### config.mk
export PLATFORM = sky130hd
export DESIGN_NAME = sle_cfg_loader_flat
export DESIGN_NICKNAME = d
export VERILOG_FILES = /design/src/rtl/sle_cfg_loader_if.sv /design/src/rtl/sle_cfg_loader.sv /design/src/flat_wrapper.sv
export SDC_FILE = /design/constraint.sdc
export NUM_CORES = 1
export LEC_CHECK = 0
export ABC_CLOCK_PERIOD_IN_PS = 2500
export CELL_PAD_IN_SITES_DETAIL_PLACEMENT = 0
export CELL_PAD_IN_SITES_GLOBAL_PLACEMENT = 1
export CORE_ASPECT_RATIO = 0.75
export CORE_UTILIZATION = 44
export CTS_BUF_LIST = sky130_fd_sc_hd__clkbuf_16
export CTS_CLUSTER_DIAMETER = 40
export DETAILED_ROUTE_END_ITERATION = 16
export PLACE_DENSITY = 0.74
export SYNTH_ARGS = -nofsm -noshare
export SYNTH_HDL_FRONTEND = slang
export SYNTH_SLANG_ARGS = --single-unit
### constraint.sdc
create_clock -name clk -period 2.5 [get_ports clk]
set_input_delay 0.75 -clock clk [delete_from_list [all_inputs] [get_ports clk]]
set_output_delay 0.75 -clock clk [all_outputs]
set_load 0.02 [all_outputs]
### src/rtl/sle_cfg_loader_if.sv
// Mode-configuration bus between the serial config port and the SLE bank.
// The loader drives through the slave modport; the stream source uses master.
interface sle_cfg_loader_if #(
  parameter int N_CELLS = 8
);
  logic               start;
  logic               cfg_valid;
  logic               cfg_in;
  logic [N_CELLS-1:0] cfg_lat;
  logic [N_CELLS-1:0] cfg_sd;
  logic [N_CELLS-1:0] cfg_adn;
  logic               busy;
  logic               done;
  logic               err;

  modport master (
    output start, cfg_valid, cfg_in,
    input  cfg_lat, cfg_sd, cfg_adn, busy, done, err
  );

  modport slave (
    input  start, cfg_valid, cfg_in,
    output cfg_lat, cfg_sd, cfg_adn, busy, done, err
  );
endinterface

### src/rtl/sle_cfg_loader.sv
// Serial loader that collects a shadow SLE mode image and applies it in one cycle.
// Define SLE_CFG_PARITY_EN to append an even-parity bit to the stream and flag mismatches on err.
module sle_cfg_loader #(
  parameter int N_CELLS = 8
) (
  input logic              clk,
  input logic              rst,
  sle_cfg_loader_if.slave  bus
);

  localparam int L = 3 * N_CELLS;
`ifdef SLE_CFG_PARITY_EN
  localparam int SLEN = L + 1;
`else
  localparam int SLEN = L;
`endif
  localparam int CW = $clog2(SLEN + 1);
  localparam logic [CW-1:0] LAST_BIT  = CW'(SLEN - 1);
  localparam logic [CW-1:0] DATA_BITS = CW'(L);

  // Shadow reset mirrors the active outputs: lat fields 0, sd/adn fields 1.
  function automatic logic [L-1:0] shadow_init();
    logic [L-1:0] v;
    for (int k = 0; k < L; k++) v[k] = (k % 3 != 0);
    return v;
  endfunction

  localparam logic [L-1:0] SHADOW_RST = shadow_init();

  typedef enum logic [2:0] {IDLE, SHIFT, CHECK, APPLY, DONE} state_t;

  state_t             state;
  state_t             state_next;
  logic [CW-1:0]      cnt;
  logic [L-1:0]       shadow;
  logic [N_CELLS-1:0] sh_lat;
  logic [N_CELLS-1:0] sh_sd;
  logic [N_CELLS-1:0] sh_adn;
  logic               accept;

`ifdef SLE_CFG_PARITY_EN
  logic par_acc;
  logic err_q;
`endif

  assign accept = (state == SHIFT) && bus.cfg_valid;

  always_ff @(posedge clk or posedge rst) begin
    if (rst) state <= IDLE;
    else     state <= state_next;
  end

  always_comb begin
    state_next = state;
    case (state)
      IDLE:  if (bus.start) state_next = SHIFT;
      SHIFT: if (accept && cnt == LAST_BIT) state_next = CHECK;
`ifdef SLE_CFG_PARITY_EN
      CHECK: state_next = par_acc ? IDLE : APPLY;
`else
      CHECK: state_next = APPLY;
`endif
      APPLY: state_next = DONE;
      DONE:  state_next = IDLE;
      default: state_next = IDLE;
    endcase
  end

  always_comb begin
    bus.busy = (state == SHIFT) || (state == CHECK) || (state == APPLY);
    bus.done = (state == DONE);
  end

  // Bits enter at the top and shift down, so after L data bits bit k sits at shadow[k].
  always_ff @(posedge clk or posedge rst) begin
    if (rst) begin
      cnt    <= '0;
      shadow <= SHADOW_RST;
    end else if (state == IDLE && bus.start) begin
      cnt <= '0;
    end else if (accept) begin
      cnt <= cnt + CW'(1);
      if (cnt < DATA_BITS) shadow <= {bus.cfg_in, shadow[L-1:1]};
    end
  end

  always_comb begin
    sh_lat = '0;
    sh_sd  = '0;
    sh_adn = '0;
    for (int i = 0; i < N_CELLS; i++) begin
      sh_lat[i] = shadow[3*i];
      sh_sd[i]  = shadow[3*i+1];
      sh_adn[i] = shadow[3*i+2];
    end
  end

  always_ff @(posedge clk or posedge rst) begin
    if (rst) begin
      bus.cfg_lat <= '0;
      bus.cfg_sd  <= '1;
      bus.cfg_adn <= '1;
    end else if (state == APPLY) begin
      bus.cfg_lat <= sh_lat;
      bus.cfg_sd  <= sh_sd;
      bus.cfg_adn <= sh_adn;
    end
  end

`ifdef SLE_CFG_PARITY_EN
  // par_acc folds in data and parity bits alike, so a clean even-parity stream leaves it at 0.
  always_ff @(posedge clk or posedge rst) begin
    if (rst) begin
      par_acc <= 1'b0;
      err_q   <= 1'b0;
    end else if (state == IDLE && bus.start) begin
      par_acc <= 1'b0;
      err_q   <= 1'b0;
    end else if (accept) begin
      par_acc <= par_acc ^ bus.cfg_in;
    end else if (state == CHECK && par_acc) begin
      err_q <= 1'b1;
    end
  end

  assign bus.err = err_q;
`else
  assign bus.err = 1'b0;
`endif

endmodule

### src/flat_wrapper.sv
// flat-port wrapper written by rule: the top's interface ports become plain ports
module sle_cfg_loader_flat 
#(
  parameter int N_CELLS = 8
)
  (clk, rst, bus_start, bus_cfg_valid, bus_cfg_in, bus_cfg_lat, bus_cfg_sd, bus_cfg_adn, bus_busy, bus_done, bus_err);
  sle_cfg_loader_if #(.N_CELLS(N_CELLS)) bus_i ();
  input logic clk;
  input logic rst;
  input wire logic [$bits(bus_i.start)-1:0] bus_start;
  input wire logic [$bits(bus_i.cfg_valid)-1:0] bus_cfg_valid;
  input wire logic [$bits(bus_i.cfg_in)-1:0] bus_cfg_in;
  output wire logic [$bits(bus_i.cfg_lat)-1:0] bus_cfg_lat;
  output wire logic [$bits(bus_i.cfg_sd)-1:0] bus_cfg_sd;
  output wire logic [$bits(bus_i.cfg_adn)-1:0] bus_cfg_adn;
  output wire logic [$bits(bus_i.busy)-1:0] bus_busy;
  output wire logic [$bits(bus_i.done)-1:0] bus_done;
  output wire logic [$bits(bus_i.err)-1:0] bus_err;
  assign bus_i.start = bus_start;
  assign bus_i.cfg_valid = bus_cfg_valid;
  assign bus_i.cfg_in = bus_cfg_in;
  assign bus_cfg_lat = bus_i.cfg_lat;
  assign bus_cfg_sd = bus_i.cfg_sd;
  assign bus_cfg_adn = bus_i.cfg_adn;
  assign bus_busy = bus_i.busy;
  assign bus_done = bus_i.done;
  assign bus_err = bus_i.err;
  sle_cfg_loader #(.N_CELLS(N_CELLS)) u_core (.clk(clk), .rst(rst), .bus(bus_i));
endmodule
==> run metrics, run 1 <==
post-cts repair resize count=0; count of cell types in the netlist=25; most frequent cells in the layout=mux2_2, dfstp_2, clkdlybuf4s50_1; post-CTS setup buffers=0; Max Freq=424.2 MHz; Yosys reg bits=56; failing checks=design-rule violations; Clock Tree Root=clkbuf_16; GRT Util Overall=13.89%; Seq pwr share=49.5%; Num CTS Buffers=5; H-Tree Depth=2; Row Count=22; Tot Pwr=3.153 mW; uppermost routed layer=met4; relative slew slack=65.97%; Hold Crit Class=reg -> reg; max incr delay on CP=0.59 ns; Clock Sinks=56; PwrDens=1129 nW/um^2; Clock Skews=0.002938 ns; CTS tree=done; ANT cells=0; Final Util=56.65%; Clock Tree Buf Depth=2; Placer Congestion=0.6642; register area share after synthesis=63.51%; type of element capturing the critical path=output pin; share of cells above drive strength 1=52.51%; synthesized net count=151; WP data required=1.75 ns; Initial Util=46.06%; Die Y=64.20 um; Int Power=2.299 mW; Wirelength per Cell=14.07 um; vias in the first global route=1231; Die Span X=84.93 um; cell breakdown of the critical path=nor2_1 > and2_1 > clkdlybuf4s50_1; PortBufs=30; met3 wire length=135 um; Leakage=1.223 nW; met1 WL=1625 um; initial DRC count=48; DR pass1 iterations=10; GR Overflow Total=0; Synth Instances=145; largest net degree at the start of global routing=57; CP Class=reg -> out; Total Wirelength=3362 um; Skew-Pair Late Insertion Delay=0.28 ns; critical path data arrival time=1.61 ns; IO Count=32; cts hold-fix bufs=0; Async SR Flop Fraction=100.0%; dpl cells=231; DR vias=1229; status=finished, violations left; core area=4927 um^2; switching fraction of total power=27.08%; Hold Path Depth=1; met2 wire length=1588 um; post-route setup TNS=0 ns; final setup fails=0; dpl hpwl=2218 um; NetSw=0.8539 mW; fin crit period=2.357 ns; first-pass GRT wire length=5830 um; Max stage delay cell, worst path=clkdlybuf4s50_1; ys flop type=dfstp_2; Startpoint Class=flop; Hold Vio Cnt, Final=0; Final ANT Viol Nets=0; Comb pwr share=26.6%; synthesis-to-layout area growth=22.99%; NumNets Final=184; Worst Tran Pin Value=0.5034 ns; Mapped Avg Cell Area=15.65 um^2; DRC=3; worst vdd ir=0.5114 mV; crit path max fanout=8; power share of the clock group=23.9%; Slew Limit Fails=0; full die area=5453 um^2; crit share post-route=94.30%; reg2reg path depth=3; Post-synth EDFFs=0; RSZ-0062 raised after global routing=no; clk slew on worst S/H paths=0.07 ns; initial antenna violation count=0; commonest non-fill, non-tap cell in the layout=mux2_2; Post-Syn Area=2270 um^2; non-filler cells, final=239; MaxCap Viol Count=0; Syn. warnings=0; vias per std cell=5.142; Min Hold Slack=0.5081 ns
cells in the mapped netlist (all sizes together), types with 2 or more instances:
cell	count	area (um^2)
buf	6	47.54
dfrtp	24	600.6
dfstp	32	840.8
inv	2	7.510
mux2	48	548.0
mux2i	4	40.04
nand2	6	30.03
nand2b	2	12.51
nand4	3	18.77
nor2	6	22.52
o32ai	2	17.52
layout make-up:
class	instances	area, um^2
fillers	401	2136
flip-flops and latches	56	1441
multi-input cells	80	768.2
repair buffers	33	335.3
clock buffers	5	125.1
well taps	60	75.07
clock inverters	3	38.79
inverters	2	7.507
layer usage:
layer | global-route usage (%) | up-vias
li1 | - | 572
met4 | 3.814 | 0
met3 | 4.264 | 2
met5 | 0 | -
met1 | 19.23 | 631
met2 | 21.34 | 24
flip-flops by register name, summed over array words and instances (netlist names):
register            count
u_core.shadow          24
u_core.bus.cfg_adn      8
u_core.bus.cfg_lat      8
u_core.bus.cfg_sd       8
u_core.cnt              5
u_core.state            3
power by group through the flow:
stage / combinational, mW / clock, mW / sequential (mW)
floorplan: 0.566 / 0 / 1.59
global placement: 0.821 / 0 / 1.56
detailed placement: 0.851 / 0 / 1.58
CTS: 0.854 / 0.777 / 1.57
global route: 0.913 / 0.821 / 1.62
finish: 0.839 / 0.753 / 1.56
worst paths after layout:
path                                        from                     to  slack, ns
max                              u_core.state[0]               bus_done       0.14
min                        u_core.bus.cfg_lat[5]  u_core.bus.cfg_lat[5]       0.51
max reg2reg                      u_core.state[1]       u_core.shadow[6]       0.99
min reg2reg                u_core.bus.cfg_lat[5]  u_core.bus.cfg_lat[5]       0.51
max in group asynchronous                    rst  u_core.bus.cfg_adn[1]       1.38
min in group asynchronous                    rst  u_core.bus.cfg_lat[5]       0.83
kinds of logic after synthesis:
| group | after synthesis | synth area share, % |
|---|---|---|
| multiplexers | 52 | 25.91 |
| flip-flops | 56 | 63.51 |
| AO/OA/AOI/OAI | 2 | 0.7719 |
| adder cells (fa/ha/maj) | 1 | 0.5512 |
| AND/OR/NAND/NOR | 23 | 6.064 |
| buffers and inverters | 9 | 2.646 |
| XOR/XNOR | 1 | 0.3860 |
| other | 1 | 0.1652 |
worst max-delay path: cells and delay by family, from the launching register on:
family                 cells  cell delay [ns]
DFF                        1             0.44
buffers and inverters      1             0.59
and+or+nand+nor            2             0.29
metrics by stage:
stage	area (um^2)	worst slack, ns
2_1_floorplan	2270	0.4317
3_3_place_gp	2628	0.3222
3_5_place_dp	2628	0.2776
4_1_cts	2791	0.1371
5_1_grt	2791	0.05113
6_report	2791	0.1426
Note: power is estimated with default switching activity, not from simulation.
==> inputs of run 2 (changes only) <==
Settings changed: CORE_MARGIN set to 1.
==> results of run 2 <==
Final layout, timing and power as in run 1 (identical DEF).
